[config.mk]
export PLATFORM = sky130hd
export DESIGN_NAME = core_array_ctrl
export DESIGN_NICKNAME = d
export VERILOG_FILES = /design/src/rtl/core_array_pkg.sv /design/src/rtl/core_array_ctrl_out_serializer.sv /design/src/rtl/core_array_ctrl.sv
export SDC_FILE = /design/constraint.sdc
export NUM_CORES = 1
export LEC_CHECK = 0
export BUFFER_PORTS_ARGS = -buffer_cell sky130_fd_sc_hd__buf_2
export CORE_MARGIN = 1.5
export CORE_UTILIZATION = 52
export CTS_BUF_LIST = sky130_fd_sc_hd__clkbuf_16
export DETAILED_ROUTE_END_ITERATION = 6
export GPL_ROUTABILITY_DRIVEN = 0
export GPL_TIMING_DRIVEN = 0
export PLACE_DENSITY_LB_ADDON = 0.3
export SLEW_MARGIN = 20
export SYNTH_ARGS = -nofsm -noshare
export SYNTH_HDL_FRONTEND = slang
export SYNTH_SLANG_ARGS = --single-unit
[constraint.sdc]
create_clock -name clk -period 5 [get_ports clk]
set_clock_uncertainty 0.05 [all_clocks]
set_input_delay 0.75 -clock clk [delete_from_list [all_inputs] [get_ports clk]]
set_output_delay 0.75 -clock clk [all_outputs]
set_load 0.01 [all_outputs]
[src/rtl/core_array_pkg.sv]
// Shared opcode field positions, mask-update encodings and serializer state for core_array_ctrl.
package core_array_pkg;

    localparam logic [1:0] OP_CLASS_MISC = 2'b11;
    localparam int OP_CLASS_HI   = 15;
    localparam int OP_CLASS_LO   = 14;
    localparam int OP_GIDX_HI    = 12;
    localparam int OP_GIDX_LO    = 9;
    localparam int OP_SEL_LO     = 9;
    localparam int OP_STORE_BIT  = 7;
    localparam int OP_MASK_HI    = 6;
    localparam int OP_MASK_LO    = 5;
    localparam int OP_OUT_BIT    = 4;
    localparam int OP_REDUCE_BIT = 3;

    typedef enum logic [1:0] {
        MASK_NOP  = 2'b00,
        MASK_SEL  = 2'b01,
        MASK_ALL  = 2'b10,
        MASK_NONE = 2'b11
    } mask_op_e;

    typedef enum logic {
        SER_IDLE = 1'b0,
        SER_SEND = 1'b1
    } ser_state_e;

endpackage

[src/rtl/core_array_ctrl_out_serializer.sv]
// Multi-beat LSB-first word serializer with valid/ready handshake and drop pulse on busy loads.
//  state    | meaning
//  SER_IDLE | no word in flight, a load starts a new word
//  SER_SEND | beats being presented, loads only accepted on the final handshake
module out_serializer
    import core_array_pkg::*;
#(
    parameter int BIT_WIDTH = 8,
    parameter int OUT_WIDTH = 1
) (
    input  logic                 clk,
    input  logic                 rst_n,
    input  logic                 i_load,
    input  logic [BIT_WIDTH-1:0] i_word,
    input  logic                 i_ready,
    output logic [OUT_WIDTH-1:0] o_data,
    output logic                 o_valid,
    output logic                 o_last,
    output logic                 o_drop
);

    localparam int BEATS = BIT_WIDTH / OUT_WIDTH;
    localparam int CW    = (BEATS > 1) ? $clog2(BEATS) : 1;
    localparam logic [CW-1:0] LAST_CNT = CW'(BEATS - 1);

    ser_state_e           r_state;
    logic [BIT_WIDTH-1:0] r_shreg;
    logic [CW-1:0]        r_cnt;
    logic                 r_drop;
    logic                 w_hs;
    logic                 w_final;

    assign w_hs    = (r_state == SER_SEND) & i_ready;
    assign w_final = w_hs & (r_cnt == LAST_CNT);

    always_ff @(posedge clk or negedge rst_n) begin
        if (!rst_n) begin
            r_state <= SER_IDLE;
            r_shreg <= '0;
            r_cnt   <= '0;
            r_drop  <= 1'b0;
        end else begin
            r_drop <= 1'b0;
            case (r_state)
                SER_IDLE: begin
                    if (i_load) begin
                        r_state <= SER_SEND;
                        r_shreg <= i_word;
                        r_cnt   <= '0;
                    end
                end
                SER_SEND: begin
                    if (w_final) begin
                        // a load on the final handshake chains the next word with no idle gap
                        if (i_load) begin
                            r_shreg <= i_word;
                        end else begin
                            r_state <= SER_IDLE;
                            r_shreg <= '0;
                        end
                        r_cnt <= '0;
                    end else begin
                        if (w_hs) begin
                            r_shreg <= r_shreg >> OUT_WIDTH;
                            r_cnt   <= r_cnt + CW'(1);
                        end
                        if (i_load) begin
                            r_drop <= 1'b1;
                        end
                    end
                end
                default: r_state <= SER_IDLE;
            endcase
        end
    end

    assign o_valid = (r_state == SER_SEND);
    assign o_last  = (r_state == SER_SEND) & (r_cnt == LAST_CNT);
    assign o_data  = r_shreg[OUT_WIDTH-1:0];
    assign o_drop  = r_drop;

endmodule

[src/rtl/core_array_ctrl.sv]
// GPU core-array control: misc-opcode decode, core-enable mask, global registers, output serializer.
// Optional CORE_ARRAY_REDUCE_EN adds a sum-of-enabled-cores store selected by opcode[3].
module core_array_ctrl
    import core_array_pkg::*;
#(
    parameter int NR_CORES   = 4,
    parameter int BIT_WIDTH  = 8,
    parameter int NR_GLOBALS = 16,
    parameter int OUT_WIDTH  = 1
) (
    input  logic                             clk,
    input  logic                             rst_n,
    input  logic [15:0]                      opcode,
    input  logic                             execute,
    input  logic [NR_CORES*2*BIT_WIDTH-1:0]  accu_in,
    output logic [NR_CORES-1:0]              core_execute,
    output logic [NR_GLOBALS*BIT_WIDTH-1:0]  globals_out,
    output logic [OUT_WIDTH-1:0]             out_data,
    output logic                             out_valid,
    input  logic                             out_ready,
    output logic                             out_last,
    output logic                             out_drop
);

    localparam int CA = (NR_CORES > 1) ? $clog2(NR_CORES) : 1;
    localparam int AW = 2 * BIT_WIDTH;

    logic [NR_CORES-1:0]  r_mask;
    logic [BIT_WIDTH-1:0] r_globals [NR_GLOBALS];

    logic                 w_misc;
    logic                 w_store;
    logic                 w_out;
    logic [CA-1:0]        w_sel;
    logic [3:0]           w_gidx;
    mask_op_e             w_mask_op;
    logic [NR_CORES-1:0]  w_onehot;
    logic [BIT_WIDTH-1:0] w_out_word;
    logic [BIT_WIDTH-1:0] w_low_word;
    logic                 w_any;
    logic [BIT_WIDTH-1:0] w_store_word;
    logic                 w_store_en;
    logic                 w_unused;

    assign w_misc    = execute & (opcode[OP_CLASS_HI:OP_CLASS_LO] == OP_CLASS_MISC);
    assign w_store   = w_misc & opcode[OP_STORE_BIT];
    assign w_out     = w_misc & opcode[OP_OUT_BIT];
    assign w_sel     = opcode[CA+OP_SEL_LO-1:OP_SEL_LO];
    assign w_gidx    = opcode[OP_GIDX_HI:OP_GIDX_LO];
    assign w_mask_op = mask_op_e'(opcode[OP_MASK_HI:OP_MASK_LO]);

    assign core_execute = {NR_CORES{execute}} & r_mask;

    // descending scan so the lowest enabled core is the one that sticks
    always_comb begin
        w_low_word = '0;
        w_any      = 1'b0;
        w_onehot   = '0;
        w_out_word = '0;
        w_unused   = ^{opcode[13], opcode[8], opcode[3:0]};
        for (int i = NR_CORES - 1; i >= 0; i--) begin
            if (r_mask[i]) begin
                w_low_word = accu_in[i*AW +: BIT_WIDTH];
                w_any      = 1'b1;
            end
            if (w_sel == CA'(i)) begin
                w_onehot[i] = 1'b1;
                w_out_word  = accu_in[i*AW +: BIT_WIDTH];
            end
            w_unused = w_unused ^ (^accu_in[i*AW+BIT_WIDTH +: BIT_WIDTH]);
        end
    end

`ifdef CORE_ARRAY_REDUCE_EN
    logic [BIT_WIDTH-1:0] w_sum;

    always_comb begin
        w_sum = '0;
        for (int i = 0; i < NR_CORES; i++) begin
            if (r_mask[i]) begin
                w_sum = w_sum + accu_in[i*AW +: BIT_WIDTH];
            end
        end
    end

    assign w_store_word = opcode[OP_REDUCE_BIT] ? w_sum : w_low_word;
    assign w_store_en   = w_store & (opcode[OP_REDUCE_BIT] | w_any);
`else
    assign w_store_word = w_low_word;
    assign w_store_en   = w_store & w_any;
`endif

    always_ff @(posedge clk or negedge rst_n) begin
        if (!rst_n) begin
            r_mask <= '1;
        end else if (w_misc) begin
            case (w_mask_op)
                MASK_SEL:  r_mask <= w_onehot;
                MASK_ALL:  r_mask <= '1;
                MASK_NONE: r_mask <= '0;
                default:   r_mask <= r_mask;
            endcase
        end
    end

    always_ff @(posedge clk or negedge rst_n) begin
        if (!rst_n) begin
            for (int g = 0; g < NR_GLOBALS; g++) begin
                r_globals[g] <= '0;
            end
        end else if (w_store_en) begin
            for (int g = 0; g < NR_GLOBALS; g++) begin
                if (w_gidx == 4'(g)) begin
                    r_globals[g] <= w_store_word;
                end
            end
        end
    end

    for (genvar g = 0; g < NR_GLOBALS; g++) begin : g_glob
        assign globals_out[g*BIT_WIDTH +: BIT_WIDTH] = r_globals[g];
    end

    out_serializer #(
        .BIT_WIDTH (BIT_WIDTH),
        .OUT_WIDTH (OUT_WIDTH)
    ) u_ser (
        .clk     (clk),
        .rst_n   (rst_n),
        .i_load  (w_out),
        .i_word  (w_out_word),
        .i_ready (out_ready),
        .o_data  (out_data),
        .o_valid (out_valid),
        .o_last  (out_last),
        .o_drop  (out_drop)
    );

endmodule

; ---- Word level (Yosys, flattened, before mapping)
; Cells that the tools add are included.
[op_classes]
n_addsub = 1
n_eq_ne = 25
n_mux = 31
bitwise_logic = 9
reduce_logical = 21
[op_table]
columns = op, n
row1 = 8-bit 2-to-1 mux, 12
row2 = 2-bit AND reduction, 18
row3 = 4-bit == test (second input constant), 8
row4 = 4-bit by 3-bit == test with 1-bit output (second input constant), 4
row5 = 8-bit case mux with 2 select lines, 1
row6 = 1-bit 2-to-1 mux, 12
row7 = 4-bit case mux with 3 select lines, 1
row8 = 2-bit == test (second input constant), 5
row9 = 3-bit 2-to-1 mux, 3
row10 = 4-bit by 2-bit == test with 1-bit output (second input constant), 2
row11 = 1-bit bitwise AND, 7
row12 = 3-bit case mux with 2 select lines, 1
row13 = 4-bit bitwise AND, 1
row14 = 2-bit by 1-bit == test with 1-bit output (second input constant), 2
row15 = 4-bit by 1-bit == test with 1-bit output (second input constant), 1
row16 = 4-bit zero test, 1
row17 = 3-bit by 1-bit adder with 3-bit output (second input constant), 1
row18 = 3-bit == test (second input constant), 1
row19 = 3-bit inequality test (second input constant), 1
row20 = 3-bit nonzero test, 1
row21 = 2-bit zero test, 1
row22 = 2-bit by 1-bit inequality test with 1-bit output (second input constant), 1
row23 = 1-bit case mux with 2 select lines, 1
row24 = 1-bit inverter, 1
[word_totals]
ff_bits = 145
input_bits = 84
elab_cells = 108

; ---- Longest topological paths before layout
[logic_depth]
ltp_word = 8
depth_mapped = 7
ltp_nobuf = 5

; ---- Cells and area by module
; From an unflattened synthesis, not the netlist that was laid out.
[hier_totals]
cells_unflattened = 577
area_unflattened_um2 = 7016.7
[modules_own_cells]
columns = mod, n_inst, cells_each, area_each_um2, seq_area_each_um2
row1 = core_array_ctrl, 1, 500, 6236.0, 3308.2
row2 = out_serializer, 1, 77, 780.7, 325.3

; ---- Least setup slack after synthesis
; OpenSTA, ideal clock, no wires.
[synth_path]
path_kind = input-to-reg
from = input opcode[12]
to = register r_globals (netlist bit globals_out[23])
arrival_ns = 1.842
required_time_ns = 4.809
slack_ns = 2.967
cell_stages = 5
path_buffers = 2
cell_sequence = buf_2 -> or4b_2 -> clkbuf_1 -> nor2_1 -> a31oi_1
[synth_between]
elab_chain_len = 2
[synth_rtl]
columns = item, line
row1 = start: declaration, core_array_ctrl.sv:13  ; input logic [15:0] opcode,
row2 = 4-bit by 2-bit == test with 1-bit output, core_array_ctrl.sv:113  ; if (w_gidx == 4'(g)) begin
row3 = 2-bit AND reduction (no line), n/a
row4 = end signal: indexed assignment, core_array_ctrl.sv:114  ; r_globals[g] <= w_store_word;
row5 = end: declaration, core_array_ctrl.sv:29  ; logic [BIT_WIDTH-1:0] r_globals [NR_GLOBALS];
; Every way passes these cells.
; A chain may end at the register's enable or synchronous reset.

; ---- Final worst setup path
[layout_path]
from = register r_mask[0]
to = output core_execute[0]
[layout_between]
elab_chain_len = 1
[layout_rtl]
columns = item, line
row1 = start: declaration, core_array_ctrl.sv:28  ; logic [NR_CORES-1:0] r_mask;
row2 = start signal: assignment, core_array_ctrl.sv:98  ; MASK_SEL: r_mask <= w_onehot;
row3 = start signal: assignment, core_array_ctrl.sv:101  ; default: r_mask <= r_mask;
row4 = 4-bit bitwise AND, core_array_ctrl.sv:52  ; assign core_execute = {NR_CORES{execute}} & r_mask;
row5 = end: declaration, core_array_ctrl.sv:16  ; output logic [NR_CORES-1:0] core_execute,
; Every way passes these cells.

==> results.yml <==
worst_setup_path:
  r2r_cells: 5
  reg2reg_to: "globals_out[52]"
  rrSetupSlack_ns: 2.59
  path_depth: 4
  critPathLaunchType: "flop"
  cp_slowest_stage_delay_ns: 0.57
  cp_max_fo: 10
  critPathArrivalTime_ns: 1.93
  critical_path_buf_inv_count: 3
  crit_family: "buffers and inverters"
  startpoint: "r_mask[0]"
  crit_end: "core_execute[0]"
  required_ns: 4.20
  critPathCaptureType: "primary output"
  worstReg2RegStart: "r_mask[0]"
  worst-setup-path-type: "flop to primary output"
  cpMostUsedCell: "buf_2"
  crit_chain: "buf_2 > clkbuf_1 > and2_1 > buf_2"
  cp_slowest_cell: "dfstp_2"
clocking:
  clk_pin_slew_ns: 0.06
  cts_tree: "yes"
  clk_latency_ns: 0.43
  ctsLongestPathBuffers: 2
  cts_resized: 0
  numCtsBuffers: 17
  cts_max_level: 4
  cts.sinks: 145
  postCtsHoldBufs: 0
  post_cts_buffers: 0
  cts_root_buffer: "clkbuf_16"
floorplan:
  ios: 220
  core_sq_um: 14400
  die_h_um: 124
  fp.dieW_um: 124
  start_util_pct: 52.7
  die_area_sq_um: 15400
  rows: 44
global_route:
  grt_pass1_wl_um: 39800
  grt_max_degree: 77
  grt_overflow_total: 0
  grt_pass1_vias: 6993
  antenna_found_initial: 0
  grt_util_all_layers_pct: 35.0
synthesis:
  yosys_most_used_dff: "dfrtp_1"
  async_flop_share_pct: 100
  ys_warn_count: 0
  yosysUniqueCellTypes: 55
  syn_avg_cell_area_sq_um: 9.96
  synth_fp_nets: 849
  yosysMostFrequentCell: "a31oi_1"
  seq_area_frac_synth_pct: 47.8
  synth-edff-count: 0
  synth_top_area_share_pct: 46.4
  synth_area_sq_um: 7600
  synth-seq-cells: 145
  ys_top_cells_by_area: "dfrtp_1, a31oi_1, nor2_1"
  netlist_top_cells_count: "a31oi_1, dfrtp_1, nor2_1"
  synth_top_cell_by_area: "dfrtp_1"
  synth_cells: 763
routing:
  wire_per_inst_um: 22.9
  drt-initial-drc-count: 1039
  drcViolationCount: 0
  final_antenna_net_count: 0
  num_vias: 7742
  vias_per_cell: 6.67
  first_pass_iters: 5
  drt_wl_total_um: 26600
layout:
  nNetsFinal: 1050
  final_layout_size_suffix_gt1_share_pct: 30.3
  final_area_sq_um: 9420
  fillers: 1185
  num_antenna_cells: 0
  finalNonFillerCells: 1161
  area_growth_pct: 23.8
sta:
  fin_crit_sh_pct: 54.7
  relSlewSlack_pct: 34.6
  setup_ws_ns: 2.27
  fin_crit_ns: 2.73
  tns_ns: 0
  slew_viol_final: 0
  final-hold-violation-count: 0
  finalSetupViolCount: 0
  worst_pin_slew_ns: 0.976
  timing.hold.ws_ns: 0.212
  fmax_ghz: 0.366
  grt_setup_unrepaired: "false"
power_and_ir_drop:
  p_leak_nw: 4.49
  ir_worst_vdd_mv: 0.269
  power_density_nw_per_um2: 418
hold_path:
  hold_class: "input pin to asynchronous set/reset pin"
job:
  maxCapViolCount: 0
placed_design:
  post_dp_cell_area_sq_um: 8780
  dp_cells: 1129
  dp_slack_ns: 2.53
  dpl.hpwl_um: 18100
  numPortBuffers: 181
outcome:
  status: "finished clean"
==> metrics by stage <==
step	util, %	total power [W]
floorplan	-	0.00210
global placement	60.6	0.00251
global route	65.3	0.00408
detailed placement	60.8	0.00253
CTS	65.3	0.00390
finish	65.3	0.00394
==> cell families (layout without fill, tap and decap cells) <==
kind of cell	after synthesis	after routing	synth area share (%)
AOI/OAI and AO/OA	281	281	25.8
adders and majority gates	2	2	0.329
buffers and inverters	103	317	6.76
DFF	145	145	47.8
muxes	9	9	2.52
and+or+nand+nor	223	223	16.8
==> sequential cells by signal (all words and copies together) (netlist names) <==
| signal | cells |
|---|---|
| u_ser.o_drop | 1 |
| u_ser.o_valid | 1 |
| u_ser.r_shreg | 8 |
| u_ser.r_cnt | 3 |
| globals_out | 128 |
| r_mask | 4 |
==> layout by cell type (no fill, tap or decap), drive strengths merged, types with 3 or more instances in the layout <==
| master | count |
|---|---|
| a21oi | 9 |
| nand2 | 41 |
| buf | 239 |
| a221o | 3 |
| nor2b | 5 |
| a31oi | 201 |
| a2bb2oi | 7 |
| o211ai | 7 |
| clkinv | 8 |
| nor4 | 8 |
| a211oi | 12 |
| bufinv | 5 |
| nand3b | 8 |
| nor4bb | 5 |
| o22a | 4 |
| or4b | 4 |
| nor4b | 4 |
| dfstp | 4 |
| dfrtp | 141 |
| nor3 | 7 |
| nand4bb | 6 |
| a211o | 5 |
| mux4 | 8 |
| a22o | 3 |
| and2 | 14 |
| nor2 | 103 |
| inv | 5 |
| o32a | 24 |
| clkbuf | 59 |
| and4b | 4 |
| nand4b | 4 |
==> power by group <==
group / switching, W / internal (W) / total [W]
clock network: 0.000513 / 0.000881 / 0.00139
logic: 0.000656 / 0.000384 / 0.00104
registers: 0.000134 / 0.00137 / 0.00151
total: 0.00130 / 0.00264 / 0.00394
==> how the worst min path moves through the flow <==
stage | start | end | depth (start not counted)
after floorplan | rst_n | globals_out[0] | 0
after global placement | u_ser.r_cnt[2] | u_ser.r_cnt[2] | 1
after detailed placement | globals_out[2] | globals_out[2] | 1
after CTS | rst_n | globals_out[82] | 1
after global routing | rst_n | u_ser.o_drop | 1
final | rst_n | u_ser.o_drop | 1
==> area by class of cell <==
| type | count | area (sq um) | share of cell area [%] |
|---|---|---|---|
| Sequential cell | 145 | 3630 | 38.6 |
| Buffer | 99 | 499 | 5.30 |
| Clock buffer | 17 | 425 | 4.52 |
| Inverter | 4 | 15.0 | 0.159 |
| Tap cell | 184 | 230 | 2.45 |
| Timing Repair Buffer | 182 | 943 | 10.0 |
| Clock inverter | 15 | 214 | 2.27 |
| Multi-Input combinational cell | 515 | 3450 | 36.7 |
==> layer usage <==
layer | vias to the layer above | GRT usage, % | part of all wire (%)
met2 | 589 | 51.9 | 44
li1 | 3343 | - | -
met5 | - | 0 | 0
met4 | 0 | 14.9 | 3.7
met1 | 3717 | 48.5 | 40
met3 | 93 | 9.39 | 12
No activity file was read; power rests on OpenSTA's default activity.
